### src/rtl/serial_subtractor_pkg.sv
// Shared types and constants for the bit-serial subtractor: FSM state encoding
// and the default operand width.
package serial_sub_pkg;

  localparam logic [1:0] ENC_IDLE = 2'd0;
  localparam logic [1:0] ENC_RUN  = 2'd1;
  localparam logic [1:0] ENC_DONE = 2'd2;

  localparam int DEFAULT_WIDTH = 32;

  typedef enum logic [1:0] {
    IDLE = ENC_IDLE,
    RUN  = ENC_RUN,
    DONE = ENC_DONE
  } state_t;

endpackage

### src/rtl/serial_subtractor_if.sv
// Operand and result handshake bundle for serial_subtractor.
interface serial_subtractor_if
  import serial_sub_pkg::*;
#(
    parameter int WIDTH = DEFAULT_WIDTH
);

  // Both channels are valid/ready: a transfer happens on a rising edge where valid
  // and ready are both high; valid must not depend on ready, and once done_valid
  // is raised diff and the flags hold until the transfer completes.
  logic             start_valid;
  logic             start_ready;
  logic [WIDTH-1:0] a;
  logic [WIDTH-1:0] b;
  logic             done_valid;
  logic             done_ready;
  logic [WIDTH-1:0] diff;
  logic             borrow_out;
  logic             overflow;
  logic             zero;

  modport master(
      output start_valid, a, b, done_ready,
      input start_ready, done_valid, diff, borrow_out, overflow, zero
  );

  modport slave(
      input start_valid, a, b, done_ready,
      output start_ready, done_valid, diff, borrow_out, overflow, zero
  );

endinterface

### src/rtl/serial_subtractor_full_subtractor.sv
// One-bit combinational subtractor slice: d = x - y - bin, with borrow out.
module full_subtractor (
    input  logic x,
    input  logic y,
    input  logic bin,
    output logic d,
    output logic bout
);

    assign d    = x ^ y ^ bin;
    assign bout = (~x & y) | (~(x ^ y) & bin);

endmodule

### src/rtl/serial_subtractor.sv
// Bit-serial two's-complement subtractor: diff = a - b, LSB first, one bit per
// clock, with borrow, signed-overflow and zero flags on a result handshake.
module serial_subtractor
  import serial_sub_pkg::*;
#(
    parameter int WIDTH = DEFAULT_WIDTH
) (
    input  logic                clk,
    input  logic                rst_n,
    serial_subtractor_if.slave  bus,
    output state_t              state_o
);

    localparam int CNT_W = $clog2(WIDTH + 1);

    state_t             state_q, state_d;
    logic [WIDTH-1:0]   sa_q, sb_q, res_q, diff_q;
    logic [CNT_W-1:0]   cnt_q;
    logic               borrow_q, a_sign_q, b_sign_q;
    logic               borrow_out_q, overflow_q, zero_q;
    logic               bit_d, bit_bout;
    logic               accept, last_bit;
    logic [WIDTH-1:0]   res_shift;

    full_subtractor u_slice (
        .x   (sa_q[0]),
        .y   (sb_q[0]),
        .bin (borrow_q),
        .d   (bit_d),
        .bout(bit_bout)
    );

    assign accept    = bus.start_valid && (state_q == IDLE);
    assign last_bit  = (state_q == RUN) && (cnt_q == CNT_W'(WIDTH - 1));
    // New bit enters at the MSB so the LSB-first stream lands in place.
    assign res_shift = (res_q >> 1) | (WIDTH'(bit_d) << (WIDTH - 1));

    always_ff @(posedge clk or negedge rst_n) begin
        if (!rst_n) state_q <= IDLE;
        else        state_q <= state_d;
    end

    always_comb begin
        state_d = state_q;
        case (state_q)
            IDLE:    if (bus.start_valid) state_d = RUN;
            RUN:     if (last_bit)        state_d = DONE;
            DONE:    if (bus.done_ready)  state_d = IDLE;
            default: state_d = IDLE;
        endcase
    end

    always_comb begin
        bus.start_ready = (state_q == IDLE);
        bus.done_valid  = (state_q == DONE);
    end

    always_ff @(posedge clk or negedge rst_n) begin
        if (!rst_n) begin
            sa_q         <= '0;
            sb_q         <= '0;
            res_q        <= '0;
            cnt_q        <= '0;
            borrow_q     <= 1'b0;
            a_sign_q     <= 1'b0;
            b_sign_q     <= 1'b0;
            diff_q       <= '0;
            borrow_out_q <= 1'b0;
            overflow_q   <= 1'b0;
            zero_q       <= 1'b0;
        end else if (accept) begin
            sa_q     <= bus.a;
            sb_q     <= bus.b;
            res_q    <= '0;
            cnt_q    <= '0;
            borrow_q <= 1'b0;
            a_sign_q <= bus.a[WIDTH-1];
            b_sign_q <= bus.b[WIDTH-1];
        end else if (state_q == RUN) begin
            sa_q     <= sa_q >> 1;
            sb_q     <= sb_q >> 1;
            res_q    <= res_shift;
            cnt_q    <= cnt_q + CNT_W'(1);
            borrow_q <= bit_bout;
            // Published outputs only change here, so they hold through IDLE/RUN.
            if (last_bit) begin
                diff_q       <= res_shift;
                borrow_out_q <= bit_bout;
                zero_q       <= (res_shift == '0);
                overflow_q   <= (a_sign_q != b_sign_q) && (bit_d != a_sign_q);
            end
        end
    end

    assign bus.diff       = diff_q;
    assign bus.borrow_out = borrow_out_q;
    assign bus.overflow   = overflow_q;
    assign bus.zero       = zero_q;
    assign state_o        = state_q;

endmodule

### src/flat_wrapper.sv
// flat-port wrapper written by rule: the top's interface ports become plain ports
module serial_subtractor_flat import serial_sub_pkg::*;
#(
    parameter int WIDTH = DEFAULT_WIDTH
)
  (clk, rst_n, state_o, bus_start_valid, bus_a, bus_b, bus_done_ready, bus_start_ready, bus_done_valid, bus_diff, bus_borrow_out, bus_overflow, bus_zero);
  serial_subtractor_if #(.WIDTH(WIDTH)) bus_i ();
  input  logic clk;
  input  logic rst_n;
  output state_t state_o;
  input wire logic [$bits(bus_i.start_valid)-1:0] bus_start_valid;
  input wire logic [$bits(bus_i.a)-1:0] bus_a;
  input wire logic [$bits(bus_i.b)-1:0] bus_b;
  input wire logic [$bits(bus_i.done_ready)-1:0] bus_done_ready;
  output wire logic [$bits(bus_i.start_ready)-1:0] bus_start_ready;
  output wire logic [$bits(bus_i.done_valid)-1:0] bus_done_valid;
  output wire logic [$bits(bus_i.diff)-1:0] bus_diff;
  output wire logic [$bits(bus_i.borrow_out)-1:0] bus_borrow_out;
  output wire logic [$bits(bus_i.overflow)-1:0] bus_overflow;
  output wire logic [$bits(bus_i.zero)-1:0] bus_zero;
  assign bus_i.start_valid = bus_start_valid;
  assign bus_i.a = bus_a;
  assign bus_i.b = bus_b;
  assign bus_i.done_ready = bus_done_ready;
  assign bus_start_ready = bus_i.start_ready;
  assign bus_done_valid = bus_i.done_valid;
  assign bus_diff = bus_i.diff;
  assign bus_borrow_out = bus_i.borrow_out;
  assign bus_overflow = bus_i.overflow;
  assign bus_zero = bus_i.zero;
  serial_subtractor #(.WIDTH(WIDTH)) u_core (.clk(clk), .rst_n(rst_n), .bus(bus_i), .state_o(state_o));
endmodule
### config.mk
export PLATFORM = sky130hd
export DESIGN_NAME = serial_subtractor_flat
export DESIGN_NICKNAME = d
export VERILOG_FILES = /design/src/rtl/serial_subtractor_pkg.sv /design/src/rtl/serial_subtractor_if.sv /design/src/rtl/serial_subtractor_full_subtractor.sv /design/src/rtl/serial_subtractor.sv /design/src/flat_wrapper.sv
export SDC_FILE = /design/constraint.sdc
export NUM_CORES = 1
export LEC_CHECK = 0
export BUFFER_PORTS_ARGS = -buffer_cell sky130_fd_sc_hd__buf_2
export CAP_MARGIN = 0
export CORE_UTILIZATION = 55
export DETAILED_ROUTE_END_ITERATION = 10
export HOLD_SLACK_MARGIN = 0.08
export PLACE_DENSITY_LB_ADDON = 0.2
export SYNTH_ARGS = -nofsm -noshare
export SYNTH_HDL_FRONTEND = slang
export SYNTH_HIERARCHICAL = 1
export SYNTH_SLANG_ARGS = --single-unit
### constraint.sdc
create_clock -name clk -period 3.2 [get_ports clk]
set_input_delay 0.48 -clock clk [delete_from_list [all_inputs] [get_ports clk]]
set_output_delay 0.48 -clock clk [all_outputs]
set_load 0.02 [all_outputs]
==> results.json <==
{
  "status": "finished clean",
  "drv_cap": 0,
  "post_cts_buffers": 0,
  "syn-num-nets": 627,
  "grt_pass1_wl_um": 20000,
  "async_flop_share_pct": 100,
  "power_leakage_nw": 3.90,
  "yosysTopAreaCell": "dfrtp_1",
  "wl_per_cell_um": 14.8,
  "netlist_top_cells_area": "dfrtp_1, nand2_1, a22oi_1",
  "grt_max_degree": 122,
  "grt_pass1_vias": 4236,
  "antenna_cells": 0,
  "yosysMostFrequentCell": "nand2_1",
  "rows": 37,
  "synth_fa_ha_area_share_pct": 0.553,
  "synth_ff_type": "dfrtp_1",
  "synth-warning-count": 6,
  "skew_ps": 8.74,
  "cts_resized": 0,
  "tritoncts": "done",
  "min_period_over_period_pct": 77.1,
  "numCtsBuffers": 17,
  "cp.required_ps": 3600,
  "cp_slowest_cell": "or4_2",
  "start_util_pct": 57.0,
  "relSlewSlack_pct": 27.8,
  "synth.distinct_cells": 32,
  "r2r-end": "u_core/bus.diff[8]",
  "setup.worst_path.end": "u_core/bus.diff[8]",
  "clk_latency_ps": 520,
  "route.antenna.remaining_nets": 0,
  "maxSlewViolCount": 0,
  "crit_path_start": "u_core/state_o[1]",
  "globalRouteMet3Util_pct": 7.24,
  "vias_per_cell": 5.42,
  "tns_ps": 0,
  "synthMuxAreaShare_pct": 8.47,
  "period_needed_ps": 2470,
  "cp_max_fo": 36,
  "synth_top_family_by_area": "simple AND/OR/NAND/NOR gates",
  "die_area_um2": 11100,
  "hold_violations": 0,
  "ios": 107,
  "p_per_area_nw_per_um2": 986,
  "crit_path_max_incr_delay_ps": 1180,
  "critPathArrivalTime_ps": 2870,
  "grt-busiest-layer": "met2",
  "use_met2_pct": 35.4,
  "antenna_found_initial": 0,
  "drc": 0,
  "cts-root-buf": "clkbuf_8",
  "setup_viol": 0,
  "grt-ovfl-total": 0,
  "critPathCaptureType": "flip-flop",
  "synth-seq-area-share_pct": 60.0,
  "ctsHoldBuffers": 0,
  "ff2ff_path_depth": 3,
  "firstDrtPassIters": 4,
  "reg2reg_setup_slack_ps": 730,
  "cp-start-kind": "flip-flop",
  "power_mw": 7.07,
  "dpl.hpwl_um": 7260,
  "yosys-top-cells-count": "nand2_1, dfrtp_1, a22oi_1",
  "drive_above_1_share_pct": 27.7,
  "use_met1_pct": 29.8,
  "die_h_um": 105,
  "grt_use_total_pct": 23.0,
  "worstPathCellList": "nand2b_1 > or4_2 > mux2_4",
  "die_w_um": 105,
  "rsz0062_at_grt": "no",
  "cts_buffer_depth": 2,
  "ir_worst_vdd_v": 0.000501,
  "place_congestion": 0.730,
  "cts.clk_slew.worst_paths_ps": 60,
  "first_iter_violations": 271,
  "synth.top_cell.area_share_pct": 60.0,
  "avgSynthCellArea_um2": 10.6,
  "synth_xor_area_share_pct": 0.149,
  "numPortBuffers": 106,
  "coreArea_um2": 10300,
  "tightest_slew_ps": 1080,
  "worstSetupPathType": "reg2reg",
  "hold_class": "in2async",
  "synth_edf_count": 0,
  "synthSimpleGateAreaFrac_pct": 18.5,
  "syn_area_um2": 5880,
  "fmax_mhz": 405,
  "synth-compound-area-share_pct": 9.28,
  "wl_um": 11900,
  "num-nets-final": 724,
  "htree_levels": 4,
  "syn_inst": 557,
  "area_growth_pct": 21.9,
  "clock_sinks": 141,
  "synth-seq-cells": 141,
  "r2r-start": "u_core/state_o[1]",
  "vias": 4356
}
==> power breakdown <==
| part | switching, mW | internal [mW] | total (mW) |
|---|---|---|---|
| Sequential | 0.480 | 2.45 | 2.93 |
| Clock | 0.726 | 1.38 | 2.11 |
| Combinational | 1.20 | 0.830 | 2.03 |
==> final cells by class <==
type / instances / area (µm²)
clock buffer: 21 / 449
clock inverter: 11 / 189
fill: 805 / 3160
inverter: 4 / 15.0
multi-input combinational: 375 / 2200
sequential: 141 / 3530
tap: 136 / 170
timing repair buffer: 115 / 617
==> critical path, delay by kind of cell (launching register included) <==
family        cells  cell delay (ps)
flops             1              480
mux               1              470
simple gates      2             1380
==> layout by cell type, fill, tap and decap left out, types with 4 or more instances in the layout <==
cell type / count
a22oi_1: 62
mux2_4: 28
nand3_1: 35
nor4_1: 8
inv_1: 4
clkbuf_16: 16
nand2_1: 205
dfrtp_1: 141
buf_4: 8
buf_2: 105
bufinv_16: 5
o21ai_0: 7
mux2_2: 6
==> layer usage <==
layer	share of wire (%)	vias up
li1	-	2094
met1	45	2127
met2	48	121
met3	5.9	14
met4	1.4	0
met5	0	-
==> metrics by stage <==
step	setup WS [ps]	instance area [µm²]	instances	util (%)	hold slack [ps]
floorplan	1250	5880	557	-	184
global placement	774	6530	771	63.2	458
detailed placement	730	6530	771	63.2	463
CTS	718	7160	803	69.4	134
global route	633	7160	803	69.4	157
finish	732	7160	803	69.4	83.9
==> cells by family (layout without fill, tap and decap cells) <==
group / Yosys count / after routing
adder cells (fa/ha/maj): 2 / 2
multiplexers: 35 / 35
flip-flops: 141 / 141
buffers and inverters: 41 / 151
AO/OA/AOI/OAI: 75 / 75
AND/OR/NAND/NOR: 262 / 262
XOR/XNOR: 1 / 1
==> how the worst min path moves through the flow <==
stage                    endpoint  slack (ps)  depth (start not counted)
2_1_floorplan     u_core/a_sign_q         180                          0
3_3_place_gp       u_core/sb_q[2]         460                          2
3_5_place_dp      u_core/sb_q[13]         460                          2
4_1_cts         u_core/state_o[1]         130                          2
5_1_grt            u_core/sb_q[6]         160                          3
6_report       u_core/bus.diff[8]          80                          1
==> flip-flops by register name, summed over array words and instances (netlist names), 2 cells and up <==
name             flops
u_core/state_o       2
u_core/sb_q         32
u_core/sa_q         32
u_core/cnt_q         6
u_core/res_q        31
u_core/bus.diff     32
Note: power is estimated with default switching activity, not from simulation.
